File: src/rtl/ak_cmd_dispatch.sv
// Command sequencer between the AK register file and its decoders: latches a command,
// issues it over a per-type req/ack handshake with a timeout, and reports the response.
module ak_cmd_dispatch #(
    parameter int NUM_DEC_TYPES  = 4,
    parameter int NUM_DEC_INST   = 8,
    parameter int TIMEOUT_CYCLES = 65535
) (
    input  logic                        clk,
    input  logic                        rst,
    input  logic                        cmd_valid,
    input  logic [7:0]                  cmd_route,
    input  logic [31:0]                 cmd_code,
    input  logic [31:0]                 cmd_data,
    input  logic                        flag_clr,
    output logic                        cmd_busy,
    output logic [NUM_DEC_TYPES-1:0]    dec_req,
    output logic [3:0]                  dec_inst,
    output logic [31:0]                 dec_code,
    output logic [31:0]                 dec_wdata,
    input  logic [NUM_DEC_TYPES-1:0]    dec_ack,
    input  logic [32*NUM_DEC_TYPES-1:0] dec_rdata,
    output logic                        resp_valid,
    output logic [31:0]                 resp_data,
    output logic [1:0]                  resp_status,
    output logic                        resp_flag,
    output logic                        cmd_overrun
);

    localparam int          TW         = (TIMEOUT_CYCLES > 2) ? $clog2(TIMEOUT_CYCLES) : 1;
    localparam logic [TW-1:0] TIMER_LAST = TW'(TIMEOUT_CYCLES - 1);
    localparam logic [31:0] TYPES_U    = NUM_DEC_TYPES;
    localparam logic [31:0] INST_U     = NUM_DEC_INST;

    localparam logic [1:0] ST_OK      = 2'd0;
    localparam logic [1:0] ST_TIMEOUT = 2'd1;
    localparam logic [1:0] ST_BAD     = 2'd2;

    typedef enum logic [1:0] {
        IDLE = 2'd0,
        WAIT = 2'd1,
        DONE = 2'd2
    } state_t;

    state_t                     state;
    logic [3:0]                 dec_type;
    logic [TW-1:0]              timer;

    logic                       route_ok;
    logic [NUM_DEC_TYPES-1:0]   new_req;
    logic                       sel_ack;
    logic [31:0]                sel_rdata;
    logic                       done_next;

    always_comb begin
        route_ok = ({28'd0, cmd_route[7:4]} < TYPES_U) && ({28'd0, cmd_route[3:0]} < INST_U);
        new_req  = '0;
        for (int t = 0; t < NUM_DEC_TYPES; t++) begin
            new_req[t] = (cmd_route[7:4] == 4'(t));
        end
    end

    // Only the ack and response word of the latched type matter; other acks are ignored.
    always_comb begin
        sel_ack   = 1'b0;
        sel_rdata = 32'd0;
        for (int t = 0; t < NUM_DEC_TYPES; t++) begin
            if (dec_type == 4'(t)) begin
                sel_ack   = dec_ack[t];
                sel_rdata = dec_rdata[32*t +: 32];
            end
        end
    end

    assign done_next = ((state == IDLE) && cmd_valid && !route_ok) ||
                       ((state == WAIT) && (sel_ack || (timer == TIMER_LAST)));

    always_ff @(posedge clk) begin
        if (rst) begin
            state       <= IDLE;
            dec_type    <= 4'd0;
            timer       <= '0;
            cmd_busy    <= 1'b0;
            dec_req     <= '0;
            dec_inst    <= 4'd0;
            dec_code    <= 32'd0;
            dec_wdata   <= 32'd0;
            resp_valid  <= 1'b0;
            resp_data   <= 32'd0;
            resp_status <= 2'd0;
            resp_flag   <= 1'b0;
            cmd_overrun <= 1'b0;
        end else begin
            resp_valid <= 1'b0;

            case (state)
                IDLE: begin
                    if (cmd_valid) begin
                        dec_type  <= cmd_route[7:4];
                        dec_inst  <= cmd_route[3:0];
                        dec_code  <= cmd_code;
                        dec_wdata <= cmd_data;
                        timer     <= '0;
                        cmd_busy  <= 1'b1;
                        if (route_ok) begin
                            dec_req <= new_req;
                            state   <= WAIT;
                        end else begin
                            resp_valid  <= 1'b1;
                            resp_status <= ST_BAD;
                            resp_data   <= 32'h0000_0000;
                            state       <= DONE;
                        end
                    end
                end

                // Ack is checked first so an ack on the last allowed cycle still counts.
                WAIT: begin
                    if (sel_ack) begin
                        dec_req     <= '0;
                        resp_valid  <= 1'b1;
                        resp_status <= ST_OK;
                        resp_data   <= sel_rdata;
                        state       <= DONE;
                    end else if (timer == TIMER_LAST) begin
                        dec_req     <= '0;
                        resp_valid  <= 1'b1;
                        resp_status <= ST_TIMEOUT;
                        resp_data   <= 32'hFFFF_FFFF;
                        state       <= DONE;
                    end else begin
                        timer <= timer + 1'b1;
                    end
                end

                DONE: begin
                    cmd_busy <= 1'b0;
                    state    <= IDLE;
                end

                default: begin
                    dec_req  <= '0;
                    cmd_busy <= 1'b0;
                    state    <= IDLE;
                end
            endcase

            // Setting the flag (entering or sitting in DONE) beats both clear sources.
            if (done_next || (state == DONE)) begin
                resp_flag <= 1'b1;
            end else if ((state == IDLE) && cmd_valid) begin
                resp_flag <= 1'b0;
            end else if (flag_clr) begin
                resp_flag <= 1'b0;
            end

            if (cmd_valid && (state != IDLE)) begin
                cmd_overrun <= 1'b1;
            end else if (flag_clr) begin
                cmd_overrun <= 1'b0;
            end
        end
    end

endmodule

File: config.mk
export PLATFORM = sky130hd
export DESIGN_NAME = ak_cmd_dispatch
export DESIGN_NICKNAME = d
export VERILOG_FILES = /design/src/rtl/ak_cmd_dispatch.sv
export SDC_FILE = /design/constraint.sdc
export NUM_CORES = 1
export LEC_CHECK = 0
export BUFFER_PORTS_ARGS = -buffer_cell sky130_fd_sc_hd__buf_2
export CAP_MARGIN = 20
export CELL_PAD_IN_SITES_DETAIL_PLACEMENT = 1
export CELL_PAD_IN_SITES_GLOBAL_PLACEMENT = 1
export CORE_MARGIN = 3
export CORE_UTILIZATION = 25
export DETAILED_ROUTE_END_ITERATION = 6
export PLACE_DENSITY = 0.74
export SYNTH_ARGS = -nofsm -noshare
export SYNTH_HDL_FRONTEND = slang
export SYNTH_SLANG_ARGS = --single-unit
export TNS_END_PERCENT = 5
File: constraint.sdc
create_clock -name clk -period 2.52 [get_ports clk]
set_input_delay 0.252 -clock clk [delete_from_list [all_inputs] [get_ports clk]]
set_output_delay 0.252 -clock clk [all_outputs]
set_load 0.02 [all_outputs]
==> flow_summary.json <==
{
  "outcome": "complete, no violations",
  "min_period_over_period_pct": 86.4,
  "ys_types": 47,
  "fin_crit_ns": 2.18,
  "wl_per_cell_um": 16.7,
  "row_count": 56,
  "grt.total_usage_pct": 16.1,
  "drt_iter0_markers": 195,
  "drtPass1Iterations": 4,
  "setup_tns_ns": 0,
  "critPathMaxStageDelay_ns": 0.57,
  "critPathSlowestCell": "or3_1",
  "synthCells": 672,
  "final_antenna_net_count": 0,
  "post_cts.repair.setup_buffers": 0,
  "yosysSeqAreaShare_pct": 44.0,
  "die_h_um": 161,
  "hold_depth": 3,
  "ctsHtreeMaxLevel": 4,
  "synth_flop_cell": "dfxtp_1",
  "rrSetupSlack_ns": 0.34,
  "synth_nets": 882,
  "crit_arrival_ns": 2.52,
  "crit_type": "flop to flop",
  "synthSimpleGateAreaFrac_pct": 20.4,
  "slew_headroom_pct": 42.1,
  "crit_chain": "and2b_1 > a2111oi_4 > or3_1 > buf_4 > o21ai_1 > mux2i_1",
  "cp-start-kind": "flop",
  "cts_root_buf": "clkbuf_16",
  "clock_sinks": 132,
  "min_path_type": "primary input to flop",
  "nFillCells": 2908,
  "multi_input_area_um2": 3060,
  "grt_antenna_before_repair": 2,
  "totalWireLength_mm": 21.8,
  "worstSkewPairLatency_ns": 0.42,
  "ctsHoldBuffers": 0,
  "worstMarginPinSlew_ns": 0.862,
  "gp_congestion": 0.767,
  "grt_pass1_vias": 6305,
  "start_util_pct": 25.5,
  "power_density_nw_per_um2": 661,
  "holdPathEnd": "dec_code[20]",
  "synthArstFlopShare_pct": 0,
  "synth-xor-area-share_pct": 0,
  "grt_start_max_net_pins": 69,
  "synth_top_family_by_area": "simple AND/OR/NAND/NOR gates",
  "avgSynthCellArea_um2": 8.93,
  "ys_ff_latch": 132,
  "vias_per_cell": 4.76,
  "ctsResizeCount": 0,
  "regToRegEndpoint": "dec_req[3]",
  "core_um2": 23500,
  "crit_buf_inv": 1,
  "gr-total-overflow": 0,
  "area.sequential_um2": 2650,
  "cts.path.max_buffers": 2,
  "required_ns": 2.86,
  "finClkSkew_ns": 0.00884,
  "ir_worst_vdd_mv": 0.444,
  "drive_above_1_share_pct": 42.0,
  "drv_slew": 0,
  "hpwl_mm": 16.4,
  "cap_violations": 0,
  "synth_compound_area_share_pct": 16.8,
  "hold_violations": 0,
  "finalPower_mw": 5.60,
  "crit_path_end_kind": "flop",
  "io-pin-count": 318,
  "port_buffers": 317,
  "vias": 6196,
  "syn_to_final_growth_pct": 41.2,
  "muxShareOfSynthArea_pct": 13.4,
  "diodes": 0,
  "crit_family": "simple AND/OR/NAND/NOR gates",
  "reg2reg_from": "dec_type[1]",
  "cts-buffers-inserted": 17,
  "cts.clk_slew.worst_paths_ns": 0.07,
  "nNetsFinal": 1181,
  "rsz0062_at_grt": "false",
  "leakagePower_nw": 3.80,
  "syn-cell-area_um2": 6000,
  "dieArea_um2": 25900,
  "route.detailed.drc": 0,
  "crit_fanout": 10,
  "ys_warn_count": 0,
  "fmax_mhz": 459,
  "grt_pass1_wl_mm": 33.4,
  "synth_fa_ha_area_share_pct": 0.417,
  "worstRegToRegCells": 6,
  "setup_viol": 0,
  "synth-edff-count": 0,
  "die_w_um": 161,
  "cts_tree": "done",
  "min-delay-start": "cmd_code[20]"
}
==> final cells by class <==
type	instances	area share [%]
Tap cell	319	4.71
Clock inverter	14	1.64
Inverter	12	0.532
Clock buffer	18	5.06
Timing Repair Buffer	337	20.7
Sequential cell	132	31.2
Multi-Input combinational cell	471	36.2
==> per-stage QoR <==
| stage | utilization, % | area (µm²) | worst slack, ns | hold slack, ns | cells |
|---|---|---|---|---|---|
| 3_5_place_dp | 33.6 | 7910 | 0.356 | 0.445 | 1271 |
| 2_1_floorplan | - | 6000 | 0.608 | 0.388 | 672 |
| 5_1_grt | 36.0 | 8470 | 0.181 | 0.0471 | 1303 |
| 6_report | 36.0 | 8470 | 0.341 | 0.0653 | 1303 |
| 4_1_cts | 36.0 | 8470 | 0.321 | 0.0413 | 1303 |
| 3_3_place_gp | 33.6 | 7910 | 0.409 | 0.438 | 1271 |
==> power by group <==
part           total, mW  internal, mW  switching (mW)
Combinational      0.941         0.394           0.547
Sequential          2.23          2.18          0.0482
Clock               2.43          1.39            1.04
==> Yosys cell counts, drive strengths merged (9+ instances only) <==
| master | number | area share (%) |
|---|---|---|
| mux4 | 32 | 12 |
| or3 | 10 | 1.0 |
| nand2 | 211 | 13 |
| dfxtp | 132 | 44 |
| o31ai | 11 | 1.4 |
| a21oi | 85 | 7.1 |
| buf | 20 | 2.0 |
| inv | 12 | 0.75 |
| nor2 | 9 | 0.56 |
| clkbuf | 37 | 2.3 |
| a32o | 26 | 4.3 |
==> sequential cells by signal (all words and copies together) (netlist names) <==
name         count
dec_req          4
resp_data       32
dec_wdata       32
dec_type         4
resp_status      2
state            2
cmd_busy         1
dec_code        32
resp_flag        1
resp_valid       1
dec_inst         4
timer           16
cmd_overrun      1
==> layout by cell type, fill, tap and decap left out, types with 10 or more instances in the layout <==
cell / n
dfxtp_1: 130
mux4_2: 32
a32o_1: 26
or3_1: 10
nand2_1: 211
buf_4: 20
clkbuf_16: 17
buf_2: 316
inv_1: 12
a21oi_1: 85
o31ai_1: 11
==> routing by layer <==
| metal | track usage [%] | share of wire [%] | wire length (µm) |
|---|---|---|---|
| met1 | 18.1 | 40 | 8680 |
| met5 | 0 | 0.12 | 27 |
| met3 | 6.99 | 10 | 2240 |
| met2 | 28.0 | 49 | 10600 |
| met4 | 3.72 | 1.2 | 251 |
==> worst max-delay path by stage <==
stage	cells past startpoint	from	endpoint	slack [ns]
final	6	dec_type[1]	dec_req[3]	0.34
after global routing	6	dec_type[1]	dec_req[0]	0.18
after CTS	6	dec_type[1]	dec_req[3]	0.32
after detailed placement	6	dec_type[1]	dec_req[3]	0.36
after global placement	6	dec_type[1]	dec_req[3]	0.41
after floorplan	8	dec_type[0]	timer[11]	0.61
==> cell families after synthesis <==
| kind of cell | count (synthesis) |
|---|---|
| adder cells (fa/ha/maj) | 2 |
| AO/OA/AOI/OAI | 151 |
| flip-flops | 132 |
| AND/OR/NAND/NOR | 278 |
| multiplexers | 40 |
| buffers and inverters | 69 |
==> worst register-to-register path: stages (launching register included) <==
cell and delay (ns):
dfxtp_2 0.42, and2b_1 0.20, a2111oi_4 0.07, or3_1 0.57, buf_4 0.25, o21ai_1 0.36
mux2i_1 0.24
No activity file was read; power rests on OpenSTA's default activity.
